**src/rtl/truth_table_sweeper_if.sv**
```systemverilog
// Result stream of the truth-table sweeper: one word per input vector, valid/ready handshake.
// The producer holds index and data stable while valid is high and ready is low.
interface truth_table_sweeper_if #(
   parameter int N_IN  = 6,
   parameter int N_OUT = 1
);
   logic             res_valid;
   logic             res_ready;
   logic [N_IN-1:0]  res_index;
   logic [N_OUT-1:0] res_data;

   modport master (output res_valid, output res_index, output res_data, input res_ready);
   modport slave  (input res_valid, input res_index, input res_data, output res_ready);
endinterface

```
**src/rtl/truth_table_sweeper.sv**
```systemverilog
// Exhaustive stimulus engine: drives all 2^N_IN vectors, holds each SETTLE cycles, samples N_OUT outputs.
// SETTLE+1 cycles per vector with ready high; a result stalls the sweep until res_ready accepts it.
module truth_table_sweeper #(
   parameter int N_IN   = 6,
   parameter int N_OUT  = 1,
   parameter int SETTLE = 1
) (
   input  logic                       clk,
   input  logic                       rst_n,
   input  logic                       start,
   input  logic                       abort,
   output logic [N_IN-1:0]            stim,
   input  logic [N_OUT-1:0]           dut_out,
   truth_table_sweeper_if.master      res,
   output logic                       busy,
   output logic                       done,
   output logic [N_OUT*(N_IN+1)-1:0]  ones_cnt,
   output logic [31:0]                signature
);
   localparam int              FW          = N_IN + 1;
   localparam int              CW          = (SETTLE > 1) ? $clog2(SETTLE) : 1;
   localparam logic [CW-1:0]   SETTLE_LAST = CW'(SETTLE - 1);
   localparam logic [N_IN-1:0] IDX_LAST    = {N_IN{1'b1}};
   localparam logic [31:0]     CRC_POLY    = 32'h04C11DB7;
   localparam logic [31:0]     CRC_INIT    = 32'hFFFFFFFF;

   typedef enum logic [1:0] {IDLE, DRIVE, RESULT, DONE} state_t;

   state_t                  state;
   logic [N_IN-1:0]         idx;
   logic [CW-1:0]           settle_cnt;
   logic [N_OUT*FW-1:0]     ones_next;

   // Highest output bit enters the CRC first, MSB-first shift, no reflection.
   function automatic logic [31:0] crc_advance(input logic [31:0] crc_in, input logic [N_OUT-1:0] bits);
      logic [31:0] c;
      c = crc_in;
      for (int i = N_OUT - 1; i >= 0; i--) begin
         if (c[31] ^ bits[i]) c = {c[30:0], 1'b0} ^ CRC_POLY;
         else                 c = {c[30:0], 1'b0};
      end
      return c;
   endfunction

   always_comb begin
      ones_next = ones_cnt;
      for (int k = 0; k < N_OUT; k++) begin
         ones_next[k*FW +: FW] = ones_cnt[k*FW +: FW] + {{N_IN{1'b0}}, dut_out[k]};
      end
   end

   always_ff @(posedge clk or negedge rst_n) begin
      if (!rst_n) begin
         state         <= IDLE;
         idx           <= '0;
         settle_cnt    <= '0;
         stim          <= '0;
         res.res_valid <= 1'b0;
         res.res_index <= '0;
         res.res_data  <= '0;
         busy          <= 1'b0;
         done          <= 1'b0;
         ones_cnt      <= '0;
         signature     <= CRC_INIT;
      end else if (abort) begin
         // Abort outranks start; partial counts stay visible until the next start.
         if (state != IDLE) begin
            state         <= IDLE;
            settle_cnt    <= '0;
            stim          <= '0;
            res.res_valid <= 1'b0;
            busy          <= 1'b0;
            done          <= 1'b0;
         end
      end else begin
         case (state)
            IDLE, DONE: begin
               if (start) begin
                  state      <= DRIVE;
                  idx        <= '0;
                  settle_cnt <= '0;
                  stim       <= '0;
                  ones_cnt   <= '0;
                  signature  <= CRC_INIT;
                  busy       <= 1'b1;
                  done       <= 1'b0;
               end
            end
            DRIVE: begin
               if (settle_cnt == SETTLE_LAST) begin
                  state         <= RESULT;
                  settle_cnt    <= '0;
                  res.res_valid <= 1'b1;
                  res.res_index <= idx;
                  res.res_data  <= dut_out;
                  ones_cnt      <= ones_next;
                  signature     <= crc_advance(signature, dut_out);
               end else begin
                  settle_cnt <= settle_cnt + 1'b1;
               end
            end
            RESULT: begin
               if (res.res_ready) begin
                  res.res_valid <= 1'b0;
                  if (idx == IDX_LAST) begin
                     state <= DONE;
                     busy  <= 1'b0;
                     done  <= 1'b1;
                  end else begin
                     state <= DRIVE;
                     idx   <= idx + 1'b1;
                     stim  <= idx + 1'b1;
                  end
               end
            end
            default: state <= IDLE;
         endcase
      end
   end
endmodule

```
**src/flat_wrapper.sv**
```systemverilog
// flat-port wrapper written by rule: the top's interface ports become plain ports
module truth_table_sweeper_flat 
#(
   parameter int N_IN   = 6,
   parameter int N_OUT  = 1,
   parameter int SETTLE = 1
)
  (clk, rst_n, start, abort, stim, dut_out, busy, done, ones_cnt, signature, res_res_valid, res_res_index, res_res_data, res_res_ready);
  truth_table_sweeper_if #(.N_IN(N_IN), .N_OUT(N_OUT)) res_i ();
  input  logic clk;
  input  logic rst_n;
  input  logic start;
  input  logic abort;
  output logic [N_IN-1:0] stim;
  input  logic [N_OUT-1:0] dut_out;
  output logic busy;
  output logic done;
  output logic [N_OUT*(N_IN+1)-1:0] ones_cnt;
  output logic [31:0] signature;
  output wire logic [$bits(res_i.res_valid)-1:0] res_res_valid;
  output wire logic [$bits(res_i.res_index)-1:0] res_res_index;
  output wire logic [$bits(res_i.res_data)-1:0] res_res_data;
  input wire logic [$bits(res_i.res_ready)-1:0] res_res_ready;
  assign res_res_valid = res_i.res_valid;
  assign res_res_index = res_i.res_index;
  assign res_res_data = res_i.res_data;
  assign res_i.res_ready = res_res_ready;
  truth_table_sweeper #(.N_IN(N_IN), .N_OUT(N_OUT), .SETTLE(SETTLE)) u_core (.clk(clk), .rst_n(rst_n), .start(start), .abort(abort), .stim(stim), .dut_out(dut_out), .res(res_i), .busy(busy), .done(done), .ones_cnt(ones_cnt), .signature(signature));
endmodule
```
**config.mk**
```make
export PLATFORM = sky130hd
export DESIGN_NAME = truth_table_sweeper_flat
export DESIGN_NICKNAME = d
export VERILOG_FILES = /design/src/rtl/truth_table_sweeper_if.sv /design/src/rtl/truth_table_sweeper.sv /design/src/flat_wrapper.sv
export SDC_FILE = /design/constraint.sdc
export NUM_CORES = 1
export LEC_CHECK = 0
export CORE_AREA = 10 10 90 171
export CTS_BUF_LIST = sky130_fd_sc_hd__clkbuf_2 sky130_fd_sc_hd__clkbuf_4 sky130_fd_sc_hd__clkbuf_8
export DETAILED_ROUTE_END_ITERATION = 10
export DIE_AREA = 0 0 100 181
export DONT_BUFFER_PORTS = 1
export PLACE_DENSITY = 0.37
export SYNTH_ARGS = -nofsm -noshare
export SYNTH_HDL_FRONTEND = slang
export SYNTH_SLANG_ARGS = --single-unit
```
**constraint.sdc**
```tcl
create_clock -name clk -period 1.7 [get_ports clk]
set_input_delay 0.34 -clock clk [delete_from_list [all_inputs] [get_ports clk]]
set_output_delay 0.34 -clock clk [all_outputs]
set_load 0.005 [all_outputs]
```
Word-level counts from Yosys, hierarchy flattened --
Index checks and enable logic that the tools add are counted.
Word-level totals: register bits after elaboration 64, input bits 6, output and inout port bits 55, logic and storage cells 86
Operators by class: add/sub/neg operators 3, eq/ne operators 14, muxes and demuxes 38, bitwise logic cells 4, reductions and logical operators 16
Operators with widths (number):
- $mux W32 | 2
- $pmux W32 S2 | 1
- $mux W6 | 5
- $mux W27 | 1
- $reduce_and A5 Y1 | 3
- $mux W1 | 14
- $mux W7 | 2
- $not A14 Y14 | 1
- $pmux W7 S2 | 1
- $mux W2 | 6
- $ne A3 B3 Y1 const B | 4
- $pmux W6 S2 | 1
- $reduce_and A4 Y1 | 3
- $reduce_bool A3 Y1 | 3
- $ne A2 B2 Y1 const B | 4
- $pmux W1 S2 | 4
- $add A7 B1 Y7 | 1
- $add A6 B1 Y6 const B | 1
- $eq A6 B6 Y1 const B | 1
- $pmux W2 S3 | 1
- $reduce_and A3 Y1 | 2
- $reduce_bool A2 Y1 | 3
- $eq A2 B2 Y1 const B | 2
- $ne A3 B2 Y1 const B | 1
- other kinds (7) | 8

Logic depth before layout (Yosys ltp) --
Gate-level depths: netlist of run 1.
depth in word-level cells 5, depth in mapped cells 8

Least setup slack after synthesis of run 1 --
OpenSTA, ideal clock, no wires.
kind reg-to-reg, start reg u_core.state[0], end reg u_core.ones_cnt[6], library setup time 101 ps, arrival time 1785 ps, path slack -186 ps, cell stages (with the launch flop) 8, path buffers 1, cell sequence dfrtp_1 inv_1 ha_1 o21bai_4 nand2b_1 buf_2 or3_1 o311ai_2
Between the ends: longest elaborated chain between the ends 4
RTL lines:
- from (decl) | RTL line truth_table_sweeper.sv:29 | state_t state;
- from (signal assigned) | RTL line truth_table_sweeper.sv:54 | state <= IDLE;
- from (signal assigned) | RTL line truth_table_sweeper.sv:68 | state <= IDLE;
- from (signal assigned) | RTL line truth_table_sweeper.sv:79 | state <= DRIVE;
- $eq A2 B2 Y1 or $logic_not A2 Y1 (tied branches) | RTL line truth_table_sweeper.sv:76 | case (state)
- $reduce_or A2 Y1 | RTL line truth_table_sweeper.sv:76
- $ne A2 B2 Y1 (no line) or $reduce_bool A2 Y1 (tied branches)
- $reduce_and A4 Y1 (no line)
- to (signal assigned) | RTL line truth_table_sweeper.sv:96 | ones_cnt <= ones_next;
- to (decl) | RTL line truth_table_sweeper.sv:17 | output logic [N_OUT*(N_IN+1)-1:0] ones_cnt,
Several ways; a longest one is shown, not always the timed one. A chain may end at the register's enable or synchronous reset.

Worst setup path after layout of run 1 --
start reg u_core.state[1], end reg u_core.busy
Between the ends: longest elaborated chain between the ends 4
RTL lines:
- $eq A2 B2 Y1 or $logic_not A2 Y1 (tied branches) | RTL line truth_table_sweeper.sv:76
- $reduce_or A2 Y1 | RTL line truth_table_sweeper.sv:76
- $ne A3 B3 Y1 (no line) (tied with other cells)
- $reduce_and A5 Y1 (no line) or $mux W1 (tied branches)
- to (signal assigned) | RTL line truth_table_sweeper.sv:72 | busy <= 1'b0;
- to (signal assigned) | RTL line truth_table_sweeper.sv:85 | busy <= 1'b1;
- to (signal assigned) | RTL line truth_table_sweeper.sv:107 | busy <= 1'b0;
- to (decl) | RTL line truth_table_sweeper.sv:15 | output logic busy,
Several ways; a longest one is shown, not always the timed one.

==> results of run 1 <==
-- synthesized netlist by cell type (2+ instances only) --
master     instances  share of area (%)
buf_2              4               0.67
inv_1             20                2.5
a21oi_1           14                2.4
a2bb2oi_1          7                2.1
mux2_2             8                3.0
nor2b_1            4               0.84
nor4_1             2               0.42
o31a_1             5                1.5
and3_1             4               0.84
nand2b_1           3               0.63
xor2_1            17                5.0
o21ai_0           10                1.7
or2_2              2               0.42
buf_1              2               0.25
dfrtp_1           31                 26
a22o_1             6                1.8
nand2_1           27                3.4
clkbuf_1           9                1.1
dfstp_2           32                 28
nor2_1            21                2.6
ha_1               6                2.5
o22a_1             6                1.8
nand3_1            8                1.3
a31oi_1           13                2.7
or3_1              2               0.42
-- timing repair --
action | CTS | global route
endpoints found under the setup margin | 9 | 47
gates resized for setup | 3 | 16
endpoints found under the hold margin | 63 | 63
gates cloned | 0 | 1
buffers inserted | 1 | 5
pin swaps | 1 | 12
-- worst min path at each step --
stage / start / slack [ns] / endpoint
after floorplan: rst_n / 0.04 / u_core.busy
after global placement: rst_n / 0.05 / u_core.ones_cnt[0]
after detailed placement: rst_n / 0.05 / u_core.ones_cnt[0]
after CTS: rst_n / -0.34 / u_core.ones_cnt[0]
after global routing: rst_n / -0.35 / u_core.ones_cnt[0]
final: rst_n / -0.31 / u_core.ones_cnt[0]
-- worst max-delay path: cells and delay by family, from the launching register on --
| family | cells | cell delay, ns |
|---|---|---|
| compound gates | 3 | 0.65 |
| flops | 1 | 0.37 |
| fa+ha+maj | 1 | 0.31 |
| buf+inv | 3 | 0.30 |
| simple gates | 1 | 0.03 |
-- sequential cells by signal (all words and copies together) (netlist names) --
name,flops
u_core.res.res_data,1
u_core.state,2
u_core.busy,1
u_core.idx,6
u_core.done,1
u_core.stim,6
u_core.signature,32
u_core.res.res_valid,1
u_core.ones_cnt,7
u_core.res.res_index,6
-- cells by family after synthesis --
family                   after synthesis  share of synthesized area, %
XOR/XNOR                              18                          5.30
AO/OA/AOI/OAI                         74                          18.3
multiplexers                           8                          3.03
flip-flops                            63                          54.3
buffers and inverters                 36                          4.96
adder cells (fa/ha/maj)                6                          2.52
AND/OR/NAND/NOR                       76                          11.6
-- layout make-up --
type | instances | area, um2 | share of cell area [%]
clock buffer | 12 | 165 | 4.32
tap | 150 | 188 | 4.91
timing repair buffer | 45 | 413 | 10.8
sequential | 63 | 1620 | 42.3
inverter | 20 | 75.1 | 1.96
clock inverter | 3 | 65.1 | 1.70
multi-input combinational | 182 | 1300 | 34.0
-- layout by cell type (no fill, tap or decap), types with 2 or more instances in the layout --
master and count:
bufinv_16 2, o22a_1 6, inv_1 18, a31oi_1 13, mux2_2 8, nand3_1 8, inv_2 2, or3_1 2
buf_4 38, buf_6 2, nand2b_1 2, buf_12 4, ha_1 4, and3_1 3, o21ai_0 10, dfrtp_1 31
clkbuf_8 12, or2_2 2, xor2_1 17, a2bb2oi_1 7, nor2b_1 3, o311ai_2 2, nor2_1 21, nor4_1 2
o31a_1 5, a22o_1 6, a21oi_1 13, nand2_2 2, dfstp_2 32, nand2_1 25
-- report_power, final --
part	internal, mW	switching (mW)
clock network	0.936	0.589
logic	1.15	1.27
registers	2.00	0.339
total	4.08	2.20
-- routing by layer --
metal	up-vias	routed length, um
li1	1061	-
met4	0	130
met1	1148	3130
met2	54	5180
met3	11	785
met5	-	0
==> results.py, run 1 <==
metrics = {
    "run_status": {
        "status": "complete, but fails checks",
        "violations": "negative hold slack, negative setup slack",
    },
    "layout": {
        "final_nets": 333,
        "stdcell_area_um2": 3820,
        "num_antenna_cells": 0,
        "final_cells": 475,
        "utilization_pct": 30.4,
        "layout-drive-gt1-share_pct": 37.2,
        "area_delta_synth_final_pct": 28.4,
        "fillers": 1342,
    },
    "floorplanning": {
        "fp.dieH_um": 181,
        "die-area_um2": 18100,
        "boundaryPins": 61,
        "start_util_pct": 23.7,
        "die_w_um": 100,
        "std_cell_rows": 58,
        "coreArea_um2": 12600,
    },
    "place": {
        "place_area_um2": 3450,
        "placed_cells": 455,
        "dp_worst_setup_slack_ns": -0.0668,
        "place_hpwl_mm": 6.47,
        "gp_congestion": 0.750,
        "portBuffers": 0,
    },
    "route": {
        "dr_total_vias": 2274,
        "drt_iter0_markers": 39,
        "vias_per_cell": 4.79,
        "wl_per_cell_um": 19.4,
        "drc": 0,
        "antenna_left": 0,
        "drtPass1Iterations": 4,
        "routed_wl_mm": 9.23,
    },
    "yosys": {
        "syn_inst": 281,
        "avgSynthCellArea_um2": 10.6,
        "syn-num-nets": 293,
        "yosysWarnings": 0,
        "synth.ff_latch_count": 63,
        "synth_area_um2": 2980,
        "ys_seq_area_share_pct": 54.3,
        "synth_edf_count": 0,
        "async_flop_share_pct": 100,
        "synthFlopType": "dfstp_2",
        "ys_types": 43,
    },
    "worst_setup_path": {
        "crit_chain": "inv_2 -> ha_4 -> o21bai_4 -> a211oi_4 -> buf_6 -> buf_6 -> nor3b_2 -> a311o_1",
        "critical_path_arrival_ns": 2.01,
        "r2r_end": "u_core.busy",
        "end_kind": "flop",
        "r2r_cells": 8,
        "cp-start-kind": "flop",
        "slowest_stage": "dfrtp_1",
        "crit_path_start": "u_core.state[1]",
        "crit_top_cell": "buf_6",
        "r2r_start": "u_core.state[1]",
        "critPathMaxStageDelay_ns": 0.37,
        "endpoint": "u_core.busy",
        "rrSetupSlack_ns": -0.09,
        "required_ns": 1.92,
        "criticalPathCategory": "flop to flop",
        "path_max_fanout": 4,
    },
    "timing": {
        "setup_viol": 10,
        "fmax_mhz": 560,
        "skew_ns": 0.00871,
        "max-slew-margin-rel_pct": 79.8,
        "rsz0062_at_grt": "yes",
        "fin_hold_ws_ns": -0.310,
        "final.min_clock_period_ns": 1.79,
        "final.setup.worst_slack_ns": -0.0871,
        "hold_violations": 63,
        "final.setup.tns_ns": -0.284,
        "slew_violations": 0,
        "finalCritPeriodShare_pct": 105,
        "worstMarginPinSlew_ns": 0.301,
    },
    "global_routing": {
        "gr-usage-met3_pct": 4.28,
        "grt_start_max_net_pins": 64,
        "grt_usage_pct": 10.1,
        "grt_pass1_vias": 2435,
        "antenna_found_initial": 0,
        "gr-max-usage-layer": "met2",
        "grtUsageMet1_pct": 9.60,
        "grt_pass1_wl_mm": 14.1,
        "grt_use_met2_pct": 18.3,
        "grt.overflow.total": 0,
    },
    "power_and_ir_drop": {
        "p_leak_nw": 1.71,
        "ir_drop_mv": 0.610,
        "power_mw": 6.28,
        "power_density_nw_per_um2": 1640,
    },
    "clock_network": {
        "cts_tree": "built",
        "cts-root-buf": "clkbuf_8",
        "clkLatencyLatePin_ns": 0.34,
        "clkSinkCount": 63,
        "htree_num_levels": 3,
        "clk_path_buf_depth": 2,
        "path_clk_slew_ns": 0.07,
        "numCtsBuffers": 9,
    },
    "flow_run": {
        "cap_violations": 0,
    },
    "min_path": {
        "hold_class": "primary input to asynchronous set/reset pin",
    },
}
Power figures use the tool's default switching activity.
==> run 2, diff against run 1 <==
- CORE_AREA: 10 10 90 171 -> 5 5 85 166
- DIE_AREA: 0 0 100 181 -> 0 0 90 171
==> run 2 against run 1 <==
Against the previous run: the flow still finishes with violations (negative hold slack, negative setup slack); first-iteration DRC count is 97% higher; total power is 0.21% higher; sequential share of layout area is 1.3 points lower; critical endpoint unchanged; largest cell class unchanged.
==> results.py, run 2 (synthesized netlist as in run 1, its figures left out) <==
metrics = {
    "timing": {
        "final.min_clock_period_ns": 1.73,
        "final.setup.worst_slack_ns": -0.0294,
        "fin_hold_ws_ns": -0.310,
        "max-slew-margin-rel_pct": 69.6,
        "finalCritPeriodShare_pct": 102,
        "slew_violations": 0,
        "hold_violations": 63,
        "worstMarginPinSlew_ns": 0.455,
        "skew_ns": 0.00766,
        "fmax_mhz": 578,
        "rsz0062_at_grt": "yes",
        "setup_viol": 11,
    },
    "route": {
        "routed_wl_mm": 8.64,
        "wl_per_cell_um": 18.0,
        "drtPass1Iterations": 4,
        "drt_iter0_markers": 77,
        "drc": 0,
        "antenna_left": 0,
        "vias_per_cell": 4.76,
        "dr_total_vias": 2281,
    },
    "layout": {
        "reg_top3": "u_core.signature x32, u_core.ones_cnt x7",
        "layout-drive-gt1-share_pct": 40.4,
        "largest_reg_flops": 32,
        "final_nets": 335,
        "area_delta_synth_final_pct": 32.6,
        "layout_common_cells": "buf_4 (36), dfstp_2 (32), dfrtp_1 (31), nand2_1 (25), nor2_1 (21)",
        "fillers": 1330,
        "top_register": "u_core.signature",
        "num_antenna_cells": 0,
        "layout_commonest_cell": "buf_4",
    },
    "worst_setup_path": {
        "required_ns": 1.92,
        "cp-start-kind": "flop",
        "path_max_fanout": 4,
        "end_kind": "flop",
        "critical_path_arrival_ns": 1.95,
        "criticalPathCategory": "flop to flop",
    },
    "floorplanning": {
        "die-area_um2": 15400,
        "coreArea_um2": 12800,
        "std_cell_rows": 59,
        "die_w_um": 90,
        "start_util_pct": 23.3,
        "boundaryPins": 61,
        "fp.dieH_um": 171,
    },
    "power_and_ir_drop": {
        "p_leak_nw": 1.72,
        "power_density_nw_per_um2": 1590,
        "ir_drop_mv": 0.733,
        "pwr-share-clk_pct": 18.6,
        "power_mw": 6.29,
        "p_int_mw": 3.93,
        "combinationalPowerShare_pct": 44.3,
        "seqPwrFrac_pct": 37.1,
        "p_switching_mw": 2.36,
        "p_sw_share_pct": 37.6,
    },
    "global_routing": {
        "grt_pass1_wl_mm": 13.2,
        "grt_start_max_net_pins": 64,
        "antenna_found_initial": 0,
        "grt_pass1_vias": 2370,
        "grt_usage_pct": 11.0,
        "grt.overflow.total": 0,
    },
    "run_status": {
        "violations": "negative hold slack, negative setup slack",
        "status": "complete, but fails checks",
    },
    "place": {
        "gp_congestion": 0.780,
        "portBuffers": 0,
        "dp_worst_setup_slack_ns": -0.231,
        "place_hpwl_mm": 5.58,
    },
    "clock_network": {
        "clkSinkCount": 63,
        "clk_path_buf_depth": 2,
        "numCtsBuffers": 9,
        "clkLatencyLatePin_ns": 0.34,
        "cts-root-buf": "clkbuf_8",
        "path_clk_slew_ns": 0.07,
        "cts_tree": "built",
        "htree_num_levels": 3,
    },
    "flow_run": {
        "cap_violations": 0,
    },
    "min_path": {
        "hold_class": "primary input to asynchronous set/reset pin",
    },
}
## run 2: timing repair
action	4_1_cts	5_1_grt
resized for setup	9	26
buffers inserted	1	6
endpoints found under the hold margin	63	63
pin swaps	1	11
setup endpoints to repair	14	56
cloned	1	4
## run 2: worst max-delay path: stages, from the launching register on
cell      delay (ns)
dfrtp_1         0.37
inv_2           0.07
ha_2            0.20
nor2b_2         0.18
a211oi_4        0.31
buf_4           0.18
nor3b_1         0.04
a311o_1         0.26
## run 2: area by class of cell
class / count / area [um2] / share of cell area, %
flip-flops and latches: 63 / 1620 / 41.0
multi-input cells: 182 / 1410 / 35.8
repair buffers: 47 / 478 / 12.1
well taps: 152 / 190 / 4.82
clock buffers: 12 / 153 / 3.87
inverters: 20 / 78.8 / 2.00
clock inverters: 3 / 17.5 / 0.444
## run 2: path summary, 6_finish.rpt
path                                          start                    to  slack, ns  cells after the start
worst max-delay path                u_core.state[0]           u_core.busy      -0.03                      7
worst min-delay path                          rst_n    u_core.ones_cnt[4]      -0.31                      0
worst max register to register      u_core.state[0]           u_core.busy      -0.03                      7
worst min register to register  u_core.signature[0]   u_core.signature[0]       0.50                      2
min in group clk                              abort       u_core.state[0]       0.11                      1
max in group asynchronous                     rst_n  u_core.signature[23]       1.80                      0
## run 2: metrics by stage
step                      util [%]  TNS (ns)  instances  hold WS, ns  area [um2]
after global placement        26.7    -0.860        452       0.0484        3410
after detailed placement      26.7     -1.39        452       0.0491        3410
after floorplan                  -    -0.140        281       0.0444        2990
after global routing          30.9     -2.89        479       -0.344        3950
final                         30.9    -0.195        479       -0.310        3950
after CTS                     28.7    -0.180        469       -0.338        3660
## run 2: power by group through the flow
stage          Sequential (mW)  Combinational, mW  Clock (mW)
6_report                  2.34               2.79        1.17
2_1_floorplan             2.27               1.32           0
3_5_place_dp              2.39               2.06           0
3_3_place_gp              2.38               2.03           0
5_1_grt                   2.40               3.02        1.28
4_1_cts                   2.36               2.25        1.23
## run 2: per-layer routing
metal  global-route usage [%]  routed length [um]  vias to the layer above
li1                         -                   -                     1071
met1                     13.1                3780                     1143
met2                     16.9                4000                       58
met3                     5.32                 723                        9
met4                     4.54                 130                        0
met5                        0                   0                        -
